$ cat src/rtl/fetch_word_addr_unit.sv
// ---------------------------------------------------------------------------
// fetch_word_addr_unit
//
// Purpose:
//   Instruction-fetch front end for a single-issue MIPS datapath. Holds the
//   byte-addressed program counter and computes the sequential, branch and
//   jump targets. The byte PC is turned into a word index that drives
//   instruction memory through a ready handshake. Accepted fetches are
//   reported to IF/ID as a registered FetchValid/FetchPC pair.
//
// Parameters:
//   RESET_PC  byte address loaded into PC on reset (word aligned)
//   ADDR_W    width of the instruction-memory word index
//
// Ports:
//   Clk, Rst_n     clock, asynchronous active-low reset
//   Stall          freezes PC/FSM/FetchPC and masks acceptance
//   BranchTaken    branch redirect, target PC+4 + (BranchOffset << 2)
//   BranchOffset   sign-extended word offset
//   JumpEn         J-type redirect, target {PCPlus4[31:28], JumpIndex, 2'b00}
//   JumpIndex      J-type instruction index
//   JumpRegEn      JR redirect, target JumpRegTarget
//   JumpRegTarget  byte target of JR
//   IMemReady      memory accepts the current request
//   IMemReq        fetch request (high in REQ)
//   IMemWordAddr   PC[ADDR_W+1:2]
//   PC, PCPlus4    current byte PC and PC + 4
//   FetchValid     one-cycle pulse: a fetch was accepted last cycle
//   FetchPC        byte PC of the fetch flagged by FetchValid
//   MisalignErr    sticky: a redirect target was not word aligned
//   FetchCount     (only with FETCH_PERF_COUNT_EN) non-squashed acceptances
//
// Configuration:
//   Define FETCH_PERF_COUNT_EN to add the FetchCount output and counter.
// ---------------------------------------------------------------------------
module fetch_word_addr_unit #(
  parameter logic [31:0] RESET_PC = 32'h0000_0000,
  parameter int          ADDR_W   = 10
) (
  input  logic              Clk,
  input  logic              Rst_n,
  input  logic              Stall,
  input  logic              BranchTaken,
  input  logic [31:0]       BranchOffset,
  input  logic              JumpEn,
  input  logic [25:0]       JumpIndex,
  input  logic              JumpRegEn,
  input  logic [31:0]       JumpRegTarget,
  input  logic              IMemReady,
  output logic              IMemReq,
  output logic [ADDR_W-1:0] IMemWordAddr,
  output logic [31:0]       PC,
  output logic [31:0]       PCPlus4,
  output logic              FetchValid,
  output logic [31:0]       FetchPC,
`ifdef FETCH_PERF_COUNT_EN
  output logic [31:0]       FetchCount,
`endif
  output logic              MisalignErr
);

  typedef enum logic [1:0] {
    S_IDLE = 2'd0,
    S_REQ  = 2'd1,
    S_HALT = 2'd2
  } state_t;

  state_t      r_state;
  state_t      w_state_next;
  logic [31:0] r_pc;
  logic [31:0] w_pc_next;
  logic        r_fetch_valid;
  logic [31:0] r_fetch_pc;
  logic        r_misalign;

  logic [31:0] w_pc_plus4;
  logic [31:0] w_branch_target;
  logic [31:0] w_jump_target;
  logic [31:0] w_redir_target;
  logic        w_redir_req;
  logic        w_redirect;
  logic        w_misalign;
  logic        w_accept;
  logic        w_fetch_valid_next;

  // Arithmetic is modulo 2^32; wraparound is intentionally silent.
  assign w_pc_plus4      = r_pc + 32'd4;
  assign w_branch_target = w_pc_plus4 + (BranchOffset << 2);
  assign w_jump_target   = {w_pc_plus4[31:28], JumpIndex, 2'b00};

  // JR outranks J, which outranks a taken branch.
  always_comb begin
    w_redir_target = w_branch_target;
    if (JumpRegEn) begin
      w_redir_target = JumpRegTarget;
    end else if (JumpEn) begin
      w_redir_target = w_jump_target;
    end
  end

  assign w_redir_req = JumpRegEn | JumpEn | BranchTaken;
  // Redirects are ignored while stalled and once halted.
  assign w_redirect  = w_redir_req && !Stall && (r_state != S_HALT);
  // Only JR can actually misalign; the check is on the selected target anyway.
  assign w_misalign  = w_redirect && (w_redir_target[1:0] != 2'b00);
  assign w_accept    = (r_state == S_REQ) && IMemReady && !Stall;
  // A redirect in the same cycle squashes the accepted fetch.
  assign w_fetch_valid_next = w_accept && !w_redirect;

  // Next-state / next-PC logic.
  always_comb begin
    w_state_next = r_state;
    w_pc_next    = r_pc;
    if (!Stall) begin
      case (r_state)
        S_IDLE:  w_state_next = S_REQ;
        S_REQ:   w_state_next = S_REQ;
        default: w_state_next = S_HALT;
      endcase
      if (w_misalign) begin
        w_state_next = S_HALT;
      end
      if (w_redirect) begin
        // A misaligned target is still loaded so the fault PC is visible.
        w_pc_next = w_redir_target;
      end else if (w_accept) begin
        w_pc_next = w_pc_plus4;
      end
    end
  end

  always_ff @(posedge Clk or negedge Rst_n) begin
    if (!Rst_n) begin
      r_state       <= S_IDLE;
      r_pc          <= RESET_PC;
      r_fetch_valid <= 1'b0;
      r_fetch_pc    <= 32'd0;
      r_misalign    <= 1'b0;
    end else begin
      r_state       <= w_state_next;
      r_pc          <= w_pc_next;
      r_fetch_valid <= w_fetch_valid_next;
      if (w_fetch_valid_next) begin
        r_fetch_pc <= r_pc;
      end
      if (w_misalign) begin
        r_misalign <= 1'b1;
      end
    end
  end

`ifdef FETCH_PERF_COUNT_EN
  logic [31:0] r_fetch_count;

  always_ff @(posedge Clk or negedge Rst_n) begin
    if (!Rst_n) begin
      r_fetch_count <= 32'd0;
    end else if (w_fetch_valid_next) begin
      r_fetch_count <= r_fetch_count + 32'd1;
    end
  end

  assign FetchCount = r_fetch_count;
`endif

  // The request is a pure function of state, so a stall (which freezes
  // state) automatically keeps IMemReq at its current value.
  assign IMemReq      = (r_state == S_REQ);
  assign IMemWordAddr = r_pc[ADDR_W+1:2];
  assign PC           = r_pc;
  assign PCPlus4      = w_pc_plus4;
  assign FetchValid   = r_fetch_valid;
  assign FetchPC      = r_fetch_pc;
  assign MisalignErr  = r_misalign;

endmodule

$ cat config.mk
export PLATFORM = sky130hd
export DESIGN_NAME = fetch_word_addr_unit
export DESIGN_NICKNAME = d
export VERILOG_FILES = /design/src/rtl/fetch_word_addr_unit.sv
export SDC_FILE = /design/constraint.sdc
export NUM_CORES = 1
export LEC_CHECK = 0
export ABC_AREA = 1
export BUFFER_PORTS_ARGS = -buffer_cell sky130_fd_sc_hd__buf_2
export CAP_MARGIN = 20
export CORE_MARGIN = 5
export CORE_UTILIZATION = 50
export CTS_BUF_LIST = sky130_fd_sc_hd__clkbuf_4 sky130_fd_sc_hd__clkbuf_8 sky130_fd_sc_hd__clkbuf_16
export CTS_CLUSTER_SIZE = 8
export DETAILED_ROUTE_END_ITERATION = 6
export PLACE_DENSITY = 0.78
export SYNTH_ARGS = -nofsm -noshare
export SYNTH_HDL_FRONTEND = slang
export SYNTH_SLANG_ARGS = --single-unit
export TNS_END_PERCENT = 1
$ cat constraint.sdc
create_clock -name Clk -period 3.03 [get_ports Clk]
set_input_delay 0.606 -clock Clk [delete_from_list [all_inputs] [get_ports Clk]]
set_output_delay 0.606 -clock Clk [all_outputs]
set_load 0.03 [all_outputs]
## Word-level counts from Yosys, hierarchy flattened

Cells that the tools add are included.

| word-level totals | value |
|---|---|
| register bits | 68 |
| output and inout bits | 109 |
| word-level logic and storage cells | 31 |

| cells by class | value |
|---|---|
| add/subtract/negate cells | 2 |
| eq/ne operators | 2 |
| muxes and demuxes | 6 |
| bitwise gates (word level) | 3 |
| reduce and logical (&&, ||, !) cells | 13 |

Operator list:

| operator | number |
|---|---|
| $mux 32 | 4 |
| $add 32x3->32 const B | 1 |
| $add 32x32->32 | 1 |
| $logic_and 1x1->1 | 6 |
| $mux 2 | 2 |
| $reduce_bool 2->1 | 2 |
| $eq 2x1->1 const B | 1 |
| $logic_not 1->1 | 2 |
| $logic_not 2->1 | 1 |
| $ne 2x2->1 const B | 1 |
| $or 1x1->1 | 2 |
| $reduce_and 2->1 | 1 |
| $reduce_or 2->1 | 1 |
| $not 1->1 | 1 |

## Logic depth before layout (Yosys ltp)

| logic depth | value |
|---|---|
| depth after elaboration | 7 |
| gate-level depth with buffers | 23 |

## Worst setup path after synthesis

No wires, ideal clock.

| timing path | value |
|---|---|
| path type | register -> register |
| start | register r_pc[2], in the netlist PC[2] |
| end | register r_pc[18], in the netlist PC[18] |
| arrival time | 3,232 ps |
| path slack | -325 ps |
| cell stages (with the launch flop) | 19 |
| buffers on the path | 0 |
| period minus slack after synthesis | 3,355 ps |
| cells stage by stage | dfrtp_1 -> ha_1 -> nand2_1 -> nor3_4 -> nand2_1 -> inv_1 -> nand2_1 -> xor2_1 -> ha_1 -> nand2_1 -> inv_1 -> nand2_1 -> nand2_1 -> o21bai_1 -> a21o_1 -> nand2_1 -> nand2_1 -> o21ai_0 -> nand2_1 |

| between the ends | value |
|---|---|
| word-level cells in the longest chain between the ends | 5 |
| elaborated cells on any way between the ends | 6 |
| classes of those cells | add/sub: 2; mux: 4 |

Ends and longest elaborated chain:

| what | RTL line | text |
|---|---|---|
| start, declared | 70 | `logic [31:0] r_pc;` |
| start signal, assigned | 141 | `r_pc <= w_pc_next;` |
| $add 32x3->32 | 87 | `assign w_pc_plus4 = r_pc + 32'd4;` |
| net PCPlus4[16] | 53 | `output logic [31:0] PCPlus4,` |
| $add 32x32->32 | 88 | `assign w_branch_target = w_pc_plus4 + (BranchOffset << 2);` |
| $mux 32 | 96 | `end else if (JumpEn) begin` |
| $mux 32 | 94 | `if (JumpRegEn) begin` |
| $mux 32 | 123 | `if (w_redirect) begin` |

The timed path passes the listed nets, and every way through them passes these cells. The select of a mux whose other input is x is not followed.
A chain may end at the register's enable or synchronous reset.

## Final worst setup path

| timing path | value |
|---|---|
| start | register r_pc[2], in the netlist PC[2] |
| end | register r_pc[28], in the netlist PC[28] |

| between the ends | value |
|---|---|
| word-level cells in the longest chain between the ends | 5 |
| elaborated cells on any way between the ends | 6 |
| classes of those cells | add/sub: 2; mux: 4 |

Ends and longest elaborated chain:

| what | RTL line |
|---|---|
| $add 32x3->32 (*) | 87 |
| $add 32x32->32 | 88 |
| $mux 32 | 96 |
| $mux 32 | 94 |
| $mux 32 (*) | 123 |

Mark *: on every way between the ends. The rest lies on a longest branch, timed or not. The select of a mux whose other input is x is not followed.

==> reports/qor.yml <==
clkSinkCount: 68
final_core_util_pct: 72.9
path_class: "register to register"
htreeDepth: 3
hold_viol_final: 0
endpoint_kind: "register"
totalWireLength_mm: 25.4
numCtsBuffers: 9
synthArstFlopShare_pct: 100
first_iter_violations: 829
synth_warnings: 0
portBuffers: 203
place_congestion: 1.00
max_slew.worst_pin.slew_ns: 0.761
fp.dieH_um: 123
pre_cts_ws_ns: -0.0581
antenna_left: 0
wl_per_cell_um: 17.1
r2r-start: "PC[2]$_DFFE_PN0P_"
vdd_drop_max_v: 0.000564
hold_slack_ns: 0.312
min_period_over_period_pct: 101
drtPass1Iterations: 6
clk_latency_ns: 0.34
fin_tns_setup_ns: -0.0174
gr-usage-all-layers_pct: 31.4
post-synth-top-count-cell: "nand2_1"
rsz0062_at_grt: "true"
clk_pin_slew_ns: 0.06
grt_first_pass_wirelength_mm: 36.5
max_freq_mhz: 328
syn_to_final_growth_pct: 44.1
synth-seq-area-share_pct: 26.8
ys.flop_type: "dfrtp_1"
setup_violations: 1
power_density_nw_per_um2: 1150
core_um2: 12600
clockBufferDepth: 2
fin_ws_ns: -0.0174
die-area_um2: 15100
finalPower_mw: 10.5
layout.nets: 1443
violations: "setup timing"
min_path_type: "input port to async pin"
skew_ns: 0.00775
cts_tree: "yes"
grt-ovfl-total: 0
reg2regPathDepth: 16
required_ns: 3.26
status: "finished with violations"
instances_no_fill: 1486
vias_per_cell: 5.37
synth_cell_type_count: 41
r2r_setup_slack_ns: -0.02
synth.avg_cell_area_um2: 6.23
die_w_um: 123
p_leak_nw: 5.02
cp-start-kind: "register"
antenna_cells: 0
via_count: 7973
synth_top_area_cell: "dfrtp_1"
ys_ff_latch: 68
drc: 0
final_area_um2: 9160
synth_top_cell_area_share_pct: 26.8
hold_buffers: 0
start_util_pct: 50.6
antenna_found_initial: 0
rr_endpoint: "PC[28]$_DFFE_PN0P_"
pin_count: 206
placed_area_um2: 8200
dp_hpwl_mm: 19.2
syn_area_um2: 6360
synth_edf_count: 0
drive_above_1_share_pct: 34.6
grt_max_degree: 60
rows: 41
drv_cap: 0
cts-root-buf: "clkbuf_16"
slew_headroom_pct: 49.2
synth.area.top_cells: "dfrtp_1 27%, nand2_1 20%, inv_1 9.8%, ha_1 7.1%, nor2_1 6.0%"
synthCells: 1020
synthTopCellsByCount: "336 x nand2_1, 166 x inv_1, 102 x nor2_1"
crit_fanout: 6
placedCellCount: 1460
slew_viol_final: 0
synth_nets: 1154
period_needed_ns: 3.05
arrival_ns: 3.27
grt_pass1_vias: 7245
[logic make-up after synthesis]
family	after synthesis	share of synthesized area (%)
DFF	68	26.8
buffers and inverters	204	13.5
adders and majority gates	37	7.40
xor gates and xnor gates	20	2.76
AOI/OAI and AO/OA	143	13.8
and+or+nand+nor	548	35.7
[worst max-delay path, cell delays in order (launching register included)]
cell and delay (ns):
dfrtp_2 0.36, buf_4 0.16, nand3_4 0.13, nor2_4 0.20, nand4_1 0.23, nor2_1 0.21
xor2_1 0.28, ha_1 0.33, nand2_1 0.12, buf_4 0.12, o21ai_0 0.09, a21oi_1 0.20
nand3_1 0.13, nand2_1 0.07, nand3_1 0.11, nand3_2 0.12, nand2_1 0.06
[cell type report]
cell class                      instances  area (µm²)
Sequential cell                        68        1710
Clock buffer                           12         267
Timing Repair Buffer                  311        1860
Fill cell                             979        3410
Clock inverter                          4        70.1
Inverter                              171         647
Multi-Input combinational cell        748        4400
Tap cell                              172         215
[how the worst max path moves through the flow]
stage,startpoint,end,slack (ns),depth (start not counted)
after detailed placement,PC[2]$_DFFE_PN0P_,PC[23]$_DFFE_PN0P_,-0.06,20
final,PC[2]$_DFFE_PN0P_,PC[28]$_DFFE_PN0P_,-0.02,16
after global placement,PC[2]$_DFFE_PN0P_,PC[23]$_DFFE_PN0P_,0.006,20
after global routing,PC[2]$_DFFE_PN0P_,PC[30]$_DFFE_PN0P_,-0.20,16
after floorplan,PC[6]$_DFFE_PN0P_,PC[30]$_DFFE_PN0P_,-0.08,17
after CTS,PC[12]$_DFFE_PN0P_,PC[25]$_DFFE_PN0P_,-0.04,19
[per-layer routing]
| metal | vias up | GRT usage, % | part of all wire (%) |
|---|---|---|---|
| met3 | 98 | 4.47 | 9.9 |
| li1 | 3808 | - | - |
| met1 | 3596 | 43.4 | 40 |
| met2 | 471 | 50.8 | 46 |
| met4 | 0 | 10.3 | 3.9 |
| met5 | - | 0 | 0 |
[flip-flops by register name, summed over array words and instances, names as in the netlist]
signal / count
r_state: 2
MisalignErr: 1
FetchValid: 1
PC: 32
FetchPC: 32
[cells in the final DEF, fill, tap and decap left out, drive strengths merged]
| cell type | n |
|---|---|
| o21bai | 5 |
| clkinv | 3 |
| nor3 | 16 |
| or2 | 7 |
| ha | 36 |
| dfrtp | 68 |
| bufinv | 2 |
| nand2 | 337 |
| o21ai | 59 |
| a31o | 1 |
| a21oi | 29 |
| o22ai | 24 |
| buf | 311 |
| a211o | 1 |
| a22oi | 5 |
| o2111ai | 3 |
| inv | 170 |
| nand3 | 71 |
| nand4 | 9 |
| clkbuf | 12 |
| and3 | 2 |
| nor2 | 106 |
| fa | 1 |
| o221ai | 8 |
| o211ai | 4 |
| xor2 | 20 |
| a21o | 4 |
[report_power, final]
| group | internal (mW) | leakage [nW] | switching (mW) |
|---|---|---|---|
| combinational | 2.66 | 3.99 | 5.00 |
| clock | 0.784 | 0.169 | 0.389 |
| sequential | 1.32 | 0.859 | 0.388 |
| total | 4.76 | 5.02 | 5.77 |
[what timing repair did]
item / CTS / global route
buffers inserted: 0 / 10
gates cloned: 0 / 0
gates resized for setup: 10 / 107
pin swaps: 1 / 19
endpoints found under the setup margin: 15 / 23
Note: power is estimated with default switching activity, not from simulation.
